===== src/rtl/poly_wavetable_mixer.sv =====
// poly_wavetable_mixer: NUM_VOICES phase accumulators sharing one wavetable
// read port. Each sample tick walks the voices through the ROM, sums the
// returned samples (ungated voices contribute the DC midpoint) and presents
// the total on mix_out with a one-cycle mix_valid_out strobe.
module poly_wavetable_mixer #(
  parameter int NUM_VOICES   = 4,
  parameter int PHASE_WIDTH  = 32,
  parameter int ADDR_WIDTH   = 8,
  parameter int SAMPLE_WIDTH = 8,
  parameter int ROM_LATENCY  = 2,
  parameter int OUT_WIDTH    = SAMPLE_WIDTH + $clog2(NUM_VOICES)
) (
  input  logic                              clk_in,
  input  logic                              rst_in,
  input  logic                              sample_tick_in,
  input  logic [NUM_VOICES-1:0]             gate_in,
  input  logic [NUM_VOICES*PHASE_WIDTH-1:0] phase_inc_in,
  output logic [ADDR_WIDTH-1:0]             rom_addr_out,
  input  logic [SAMPLE_WIDTH-1:0]           rom_data_in,
  output logic [OUT_WIDTH-1:0]              mix_out,
  output logic                              mix_valid_out,
  output logic                              busy_out,
  output logic                              overrun_out
);

  localparam int IDX_W = (NUM_VOICES > 1) ? $clog2(NUM_VOICES) : 1;
  localparam logic [IDX_W-1:0] LAST_IDX = IDX_W'(NUM_VOICES - 1);
  localparam logic [SAMPLE_WIDTH-1:0] MID_SAMPLE = SAMPLE_WIDTH'(1) << (SAMPLE_WIDTH - 1);
  localparam logic [OUT_WIDTH-1:0] MIX_RESET = OUT_WIDTH'(NUM_VOICES) << (SAMPLE_WIDTH - 1);

  typedef enum logic [1:0] {
    IDLE,
    ISSUE,
    DRAIN,
    DONE
  } state_t;

  state_t                  r_state;
  state_t                  w_nextState;

  logic [PHASE_WIDTH-1:0]  r_phase   [NUM_VOICES];
  logic [PHASE_WIDTH-1:0]  r_incSnap [NUM_VOICES];
  logic [NUM_VOICES-1:0]   r_gateSnap;
  logic [IDX_W-1:0]        r_idx;
  logic [IDX_W-1:0]        w_nextIdx;
  logic [OUT_WIDTH-1:0]    r_acc;
  logic [OUT_WIDTH-1:0]    r_mix;
  logic [ADDR_WIDTH-1:0]   r_romAddr;
  logic                    r_overrun;

  // Return-path delay line: marks which cycles carry ROM data, whether that
  // voice was gated, and whether it is the final voice of the frame.
  logic [ROM_LATENCY-1:0]  r_pipeVld;
  logic [ROM_LATENCY-1:0]  r_pipeGate;
  logic [ROM_LATENCY-1:0]  r_pipeLast;

  logic                    w_issue;
  logic [SAMPLE_WIDTH-1:0] w_contrib;

  assign w_issue   = (r_state == ISSUE);
  assign w_nextIdx = r_idx + 1'b1;
  assign w_contrib = r_pipeGate[ROM_LATENCY-1] ? rom_data_in : MID_SAMPLE;

  // State register; reset always lands in IDLE, dropping any coincident tick.
  always_ff @(posedge clk_in) begin
    if (rst_in) begin
      r_state <= IDLE;
    end else begin
      r_state <= w_nextState;
    end
  end

  // Next-state logic: one ISSUE cycle per voice, then wait for the last
  // voice's data to be summed before publishing in DONE.
  always_comb begin
    w_nextState = r_state;
    case (r_state)
      IDLE:    if (sample_tick_in) w_nextState = ISSUE;
      ISSUE:   if (r_idx == LAST_IDX) w_nextState = DRAIN;
      DRAIN:   if (r_pipeLast[ROM_LATENCY-1]) w_nextState = DONE;
      DONE:    w_nextState = IDLE;
      default: w_nextState = IDLE;
    endcase
  end

  // Delay line tracking ROM reads in flight; cleared on reset so an aborted
  // frame's returning data is never summed.
  always_ff @(posedge clk_in) begin
    if (rst_in) begin
      r_pipeVld  <= '0;
      r_pipeGate <= '0;
      r_pipeLast <= '0;
    end else begin
      r_pipeVld[0]  <= w_issue;
      r_pipeGate[0] <= r_gateSnap[r_idx];
      r_pipeLast[0] <= w_issue && (r_idx == LAST_IDX);
      for (int i = 1; i < ROM_LATENCY; i++) begin
        r_pipeVld[i]  <= r_pipeVld[i-1];
        r_pipeGate[i] <= r_pipeGate[i-1];
        r_pipeLast[i] <= r_pipeLast[i-1];
      end
    end
  end

  // Frame datapath: snapshot inputs on the tick, advance or zero each phase
  // as it is issued, pre-load the next voice's address so the registered
  // address lines up with its ISSUE cycle, and accumulate returning data.
  always_ff @(posedge clk_in) begin
    if (rst_in) begin
      for (int v = 0; v < NUM_VOICES; v++) begin
        r_phase[v]   <= '0;
        r_incSnap[v] <= '0;
      end
      r_gateSnap <= '0;
      r_idx      <= '0;
      r_acc      <= '0;
      r_mix      <= MIX_RESET;
      r_romAddr  <= '0;
      r_overrun  <= 1'b0;
    end else begin
      if (sample_tick_in && (r_state != IDLE)) begin
        r_overrun <= 1'b1;
      end
      if (r_pipeVld[ROM_LATENCY-1]) begin
        r_acc <= r_acc + OUT_WIDTH'(w_contrib);
      end
      case (r_state)
        IDLE: begin
          if (sample_tick_in) begin
            r_gateSnap <= gate_in;
            for (int v = 0; v < NUM_VOICES; v++) begin
              r_incSnap[v] <= phase_inc_in[v*PHASE_WIDTH +: PHASE_WIDTH];
            end
            r_acc     <= '0;
            r_idx     <= '0;
            r_romAddr <= r_phase[0][PHASE_WIDTH-1 -: ADDR_WIDTH];
          end
        end
        ISSUE: begin
          if (r_gateSnap[r_idx]) begin
            r_phase[r_idx] <= r_phase[r_idx] + r_incSnap[r_idx];
          end else begin
            r_phase[r_idx] <= '0;
          end
          if (r_idx != LAST_IDX) begin
            r_idx     <= w_nextIdx;
            r_romAddr <= r_phase[w_nextIdx][PHASE_WIDTH-1 -: ADDR_WIDTH];
          end
        end
        DONE: begin
          r_mix <= r_acc;
        end
        default: begin
        end
      endcase
    end
  end

  assign rom_addr_out  = r_romAddr;
  assign mix_valid_out = (r_state == DONE);
  assign mix_out       = (r_state == DONE) ? r_acc : r_mix;
  assign busy_out      = (r_state != IDLE);
  assign overrun_out   = r_overrun;

endmodule


===== config.mk =====
export PLATFORM = sky130hd
export DESIGN_NAME = poly_wavetable_mixer
export DESIGN_NICKNAME = d
export VERILOG_FILES = /design/src/rtl/poly_wavetable_mixer.sv
export SDC_FILE = /design/constraint.sdc
export NUM_CORES = 1
export LEC_CHECK = 0
export CORE_AREA = 4 4 164 166
export DETAILED_ROUTE_END_ITERATION = 7
export DIE_AREA = 0 0 168 170
export DONT_BUFFER_PORTS = 1
export PLACE_DENSITY = 0.78
export SLEW_MARGIN = 20
export SYNTH_ARGS = -nofsm -noshare
export SYNTH_HDL_FRONTEND = slang
export SYNTH_SLANG_ARGS = --single-unit

===== constraint.sdc =====
create_clock -name clk_in -period 8.7 [get_ports clk_in]
set_input_delay 2.175 -clock clk_in [delete_from_list [all_inputs] [get_ports clk_in]]
set_output_delay 2.175 -clock clk_in [all_outputs]
set_load 0.03 [all_outputs]

==> metrics.yaml <==
clocking:
  cts.repair.resized: 0
  clk_latency_ns: 0.55
  cts_tree: "yes"
  numClockSinks: 301
  path_clk_slew_ns: 0.06
  cts_root_buf: "clkbuf_16"
  numCtsBuffers: 31
  postCtsSetupRepairBufs: 0
  cts_hold_buf: 0
  h-tree-depth: 1
  cts_buffer_depth: 3
power:
  finalPower_w: 0.00467
  ir_drop_v: 0.000171
  power.density_nw_per_um2: 289
  leakage_nw: 5.99
floorplan:
  dieHeight_um: 170
  io_pins: 164
  start_util_pct: 58.5
  design.die.area_um2: 28600
  die_w_um: 168
  rows: 59
  fp.coreArea_um2: 25600
yosys:
  yosysTopAreaCellShare_pct: 51.3
  yosysWarnings: 0
  synth_cell_types: 66
  yosysTopAreaCell: "edfxtp_1"
  yosys-top-cells-count: "edfxtp_1, and2_1, nor2_1"
  syn-cell-area_um2: 15000
  synthArstFlopShare_pct: 0
  ys.flop_type: "edfxtp_1"
  synth_nets: 1369
  ys_seq_area_share_pct: 57.3
  syn_inst: 1180
  synth_area_leaders: "edfxtp_1, mux4_2, dfxtp_1"
  synth-edff-count: 256
  synth_seq_cells: 301
  synth_most_common_cell: "edfxtp_1"
  avgSynthCellArea_um2: 12.7
sta:
  drv_slew: 0
  setup_viol: 0
  fmax_ghz: 0.222
  hold_violations: 0
  finalSetupTns_ns: 0
  period_share_pct: 51.7
  fin_skew_ns: 0.0163
  fin_crit_ns: 4.50
  tightest_slew_ns: 1.20
  relSlewSlack_pct: 20.0
  rsz0062_at_grt: "no"
global_routing:
  busiest_layer: "met2"
  grt_pass1_vias: 9115
  grt_pass1_wl_mm: 47.6
  grtUsageMet2_pct: 34.8
  grt.met1_usage_pct: 28.6
  antenna_found_initial: 0
  track_usage_pct: 20.9
  grt_overflow: 0
  grt_max_degree: 133
  grtUsageMet3_pct: 3.67
final_layout:
  area_growth_pct: 7.69
  drive_gt1_share_pct: 12.9
  fillers: 1865
  nNetsFinal: 1342
  fin_area_um2: 16100
hold_path:
  min_path_cells: 1
  min_from: "r_pipeLast[0]"
  hold_class: "reg -> reg"
  holdPathEnd: "r_pipeLast[1]"
critical_path:
  worstPathRequired_ns: 8.97
  start_kind: "flip-flop"
  path_max_fanout: 41
  rr_endpoint: "r_phase[1][22]"
  worstSetupEndpointType: "flip-flop"
  rr_worst_depth: 10
  critPathKind: "reg -> reg"
  reg2reg_slack_ns: 4.20
  crit_arrival_ns: 4.77
place:
  place.gp.congestion: 0.908
  post_dp_cell_area_um2: 15200
  place_hpwl_mm: 19.8
  place.port_buffers: 0
route:
  viasPerCell: 6.04
  drt_iter0_drc: 649
  totalWireLength_mm: 30.4
  drt_first_pass_iters: 5
  wire_per_inst_um: 20.1
  drc: 0
  vias: 9130
  ant_nets: 0
job:
  maxCapViolCount: 0
outcome:
  outcome: "completed"
-- worst max-delay path: stages, from the launching register on --
cell and delay [ns]:
dfxtp_4 0.61, buf_4 0.76, mux4_2 0.64, ha_1 0.42, a21oi_1 0.36, o211ai_1 0.16
a311o_1 0.31, a21oi_2 0.31, o21bai_1 0.17, xnor2_1 0.36, nor2_1 0.09
-- report_power, final --
group          total [W]  leakage [nW]  switching (W)  internal [W]
clock            0.00122         0.446       0.000521      0.000694
combinational    0.00149          2.46       0.000904      0.000586
sequential       0.00197          3.08       0.000131       0.00183
-- cell usage in the layout (no fill, tap or decap), types with 5 or more instances in the layout --
cell type,count
o21ai_0,21
o21a_1,5
nand3b_1,5
ha_1,44
nand3_1,14
nor2b_1,20
buf_4,6
and3_1,5
dfxtp_1,43
a21oi_1,57
nand2b_1,5
edfxtp_1,256
a221oi_1,11
nor2_1,131
o22ai_1,8
a21o_1,20
inv_1,42
nand2_1,40
o21ai_1,5
mux4_2,64
clkbuf_16,31
o21bai_1,7
mux2_2,18
clkbuf_1,13
o211ai_1,5
nor3_1,29
mux2i_1,6
and2_1,142
xor2_1,8
nand4_1,11
xnor2_1,21
or3_1,6
-- stage by stage --
| stage | util [%] | hold slack, ns | setup slack [ns] | cells |
|---|---|---|---|---|
| after floorplan | - | 0.414 | 1.96 | 1180 |
| final | 63.0 | 0.439 | 4.20 | 1511 |
| after CTS | 63.0 | 0.438 | 4.16 | 1510 |
| after detailed placement | 59.4 | 0.424 | 4.22 | 1455 |
| after global routing | 63.0 | 0.447 | 3.78 | 1510 |
| after global placement | 59.4 | 0.422 | 4.26 | 1455 |
-- layer usage --
layer / routed length [um] / up-vias
met5: 0 / -
met4: 731 / 0
met3: 2000 / 50
met2: 14900 / 333
met1: 12800 / 4443
li1: - / 4304
-- final cells by class --
type	instances	area [um2]	area share, %
Tap cell	335	419	2.60
Clock inverter	10	82.6	0.511
Sequential cell	301	8590	53.2
Inverter	43	166	1.03
Clock buffer	45	838	5.19
Antenna cell	1	2.50	0.0155
Timing Repair Buffer	6	45.0	0.279
Multi-Input combinational cell	770	6000	37.2
-- registers in the layout, summed over array words and instances (netlist names), named ones only --
register and flops:
r_incSnap 128, r_phase 128, r_acc 10, r_mix 10, rom_addr_out 8, r_gateSnap 4, r_idx 2, r_pipeGate 2
r_pipeLast 2, r_pipeVld 2, r_state 2, overrun_out 1
-- how the worst max path moves through the flow --
stage                   start              to
4_1_cts             flip-flop  r_phase[1][22]
2_1_floorplan  sample_tick_in        r_acc[7]
6_report            flip-flop  r_phase[1][22]
5_1_grt             flip-flop  r_phase[1][22]
3_5_place_dp        flip-flop  r_phase[2][26]
3_3_place_gp        flip-flop  r_phase[0][17]
-- logic make-up (layout without fill, tap and decap cells) --
logic type      after synthesis  in the layout  share of synthesized area, %
fa+ha+maj                    46             46                          3.94
buf+inv                     109            104                          2.82
flops                       301            301                          57.3
simple gates                430            430                          14.9
other cells                   0              1                             0
mux                          88             88                          11.4
xor+xnor                     29             29                          1.69
compound gates              177            177                          7.95
Note: power is estimated with default switching activity, not from simulation.
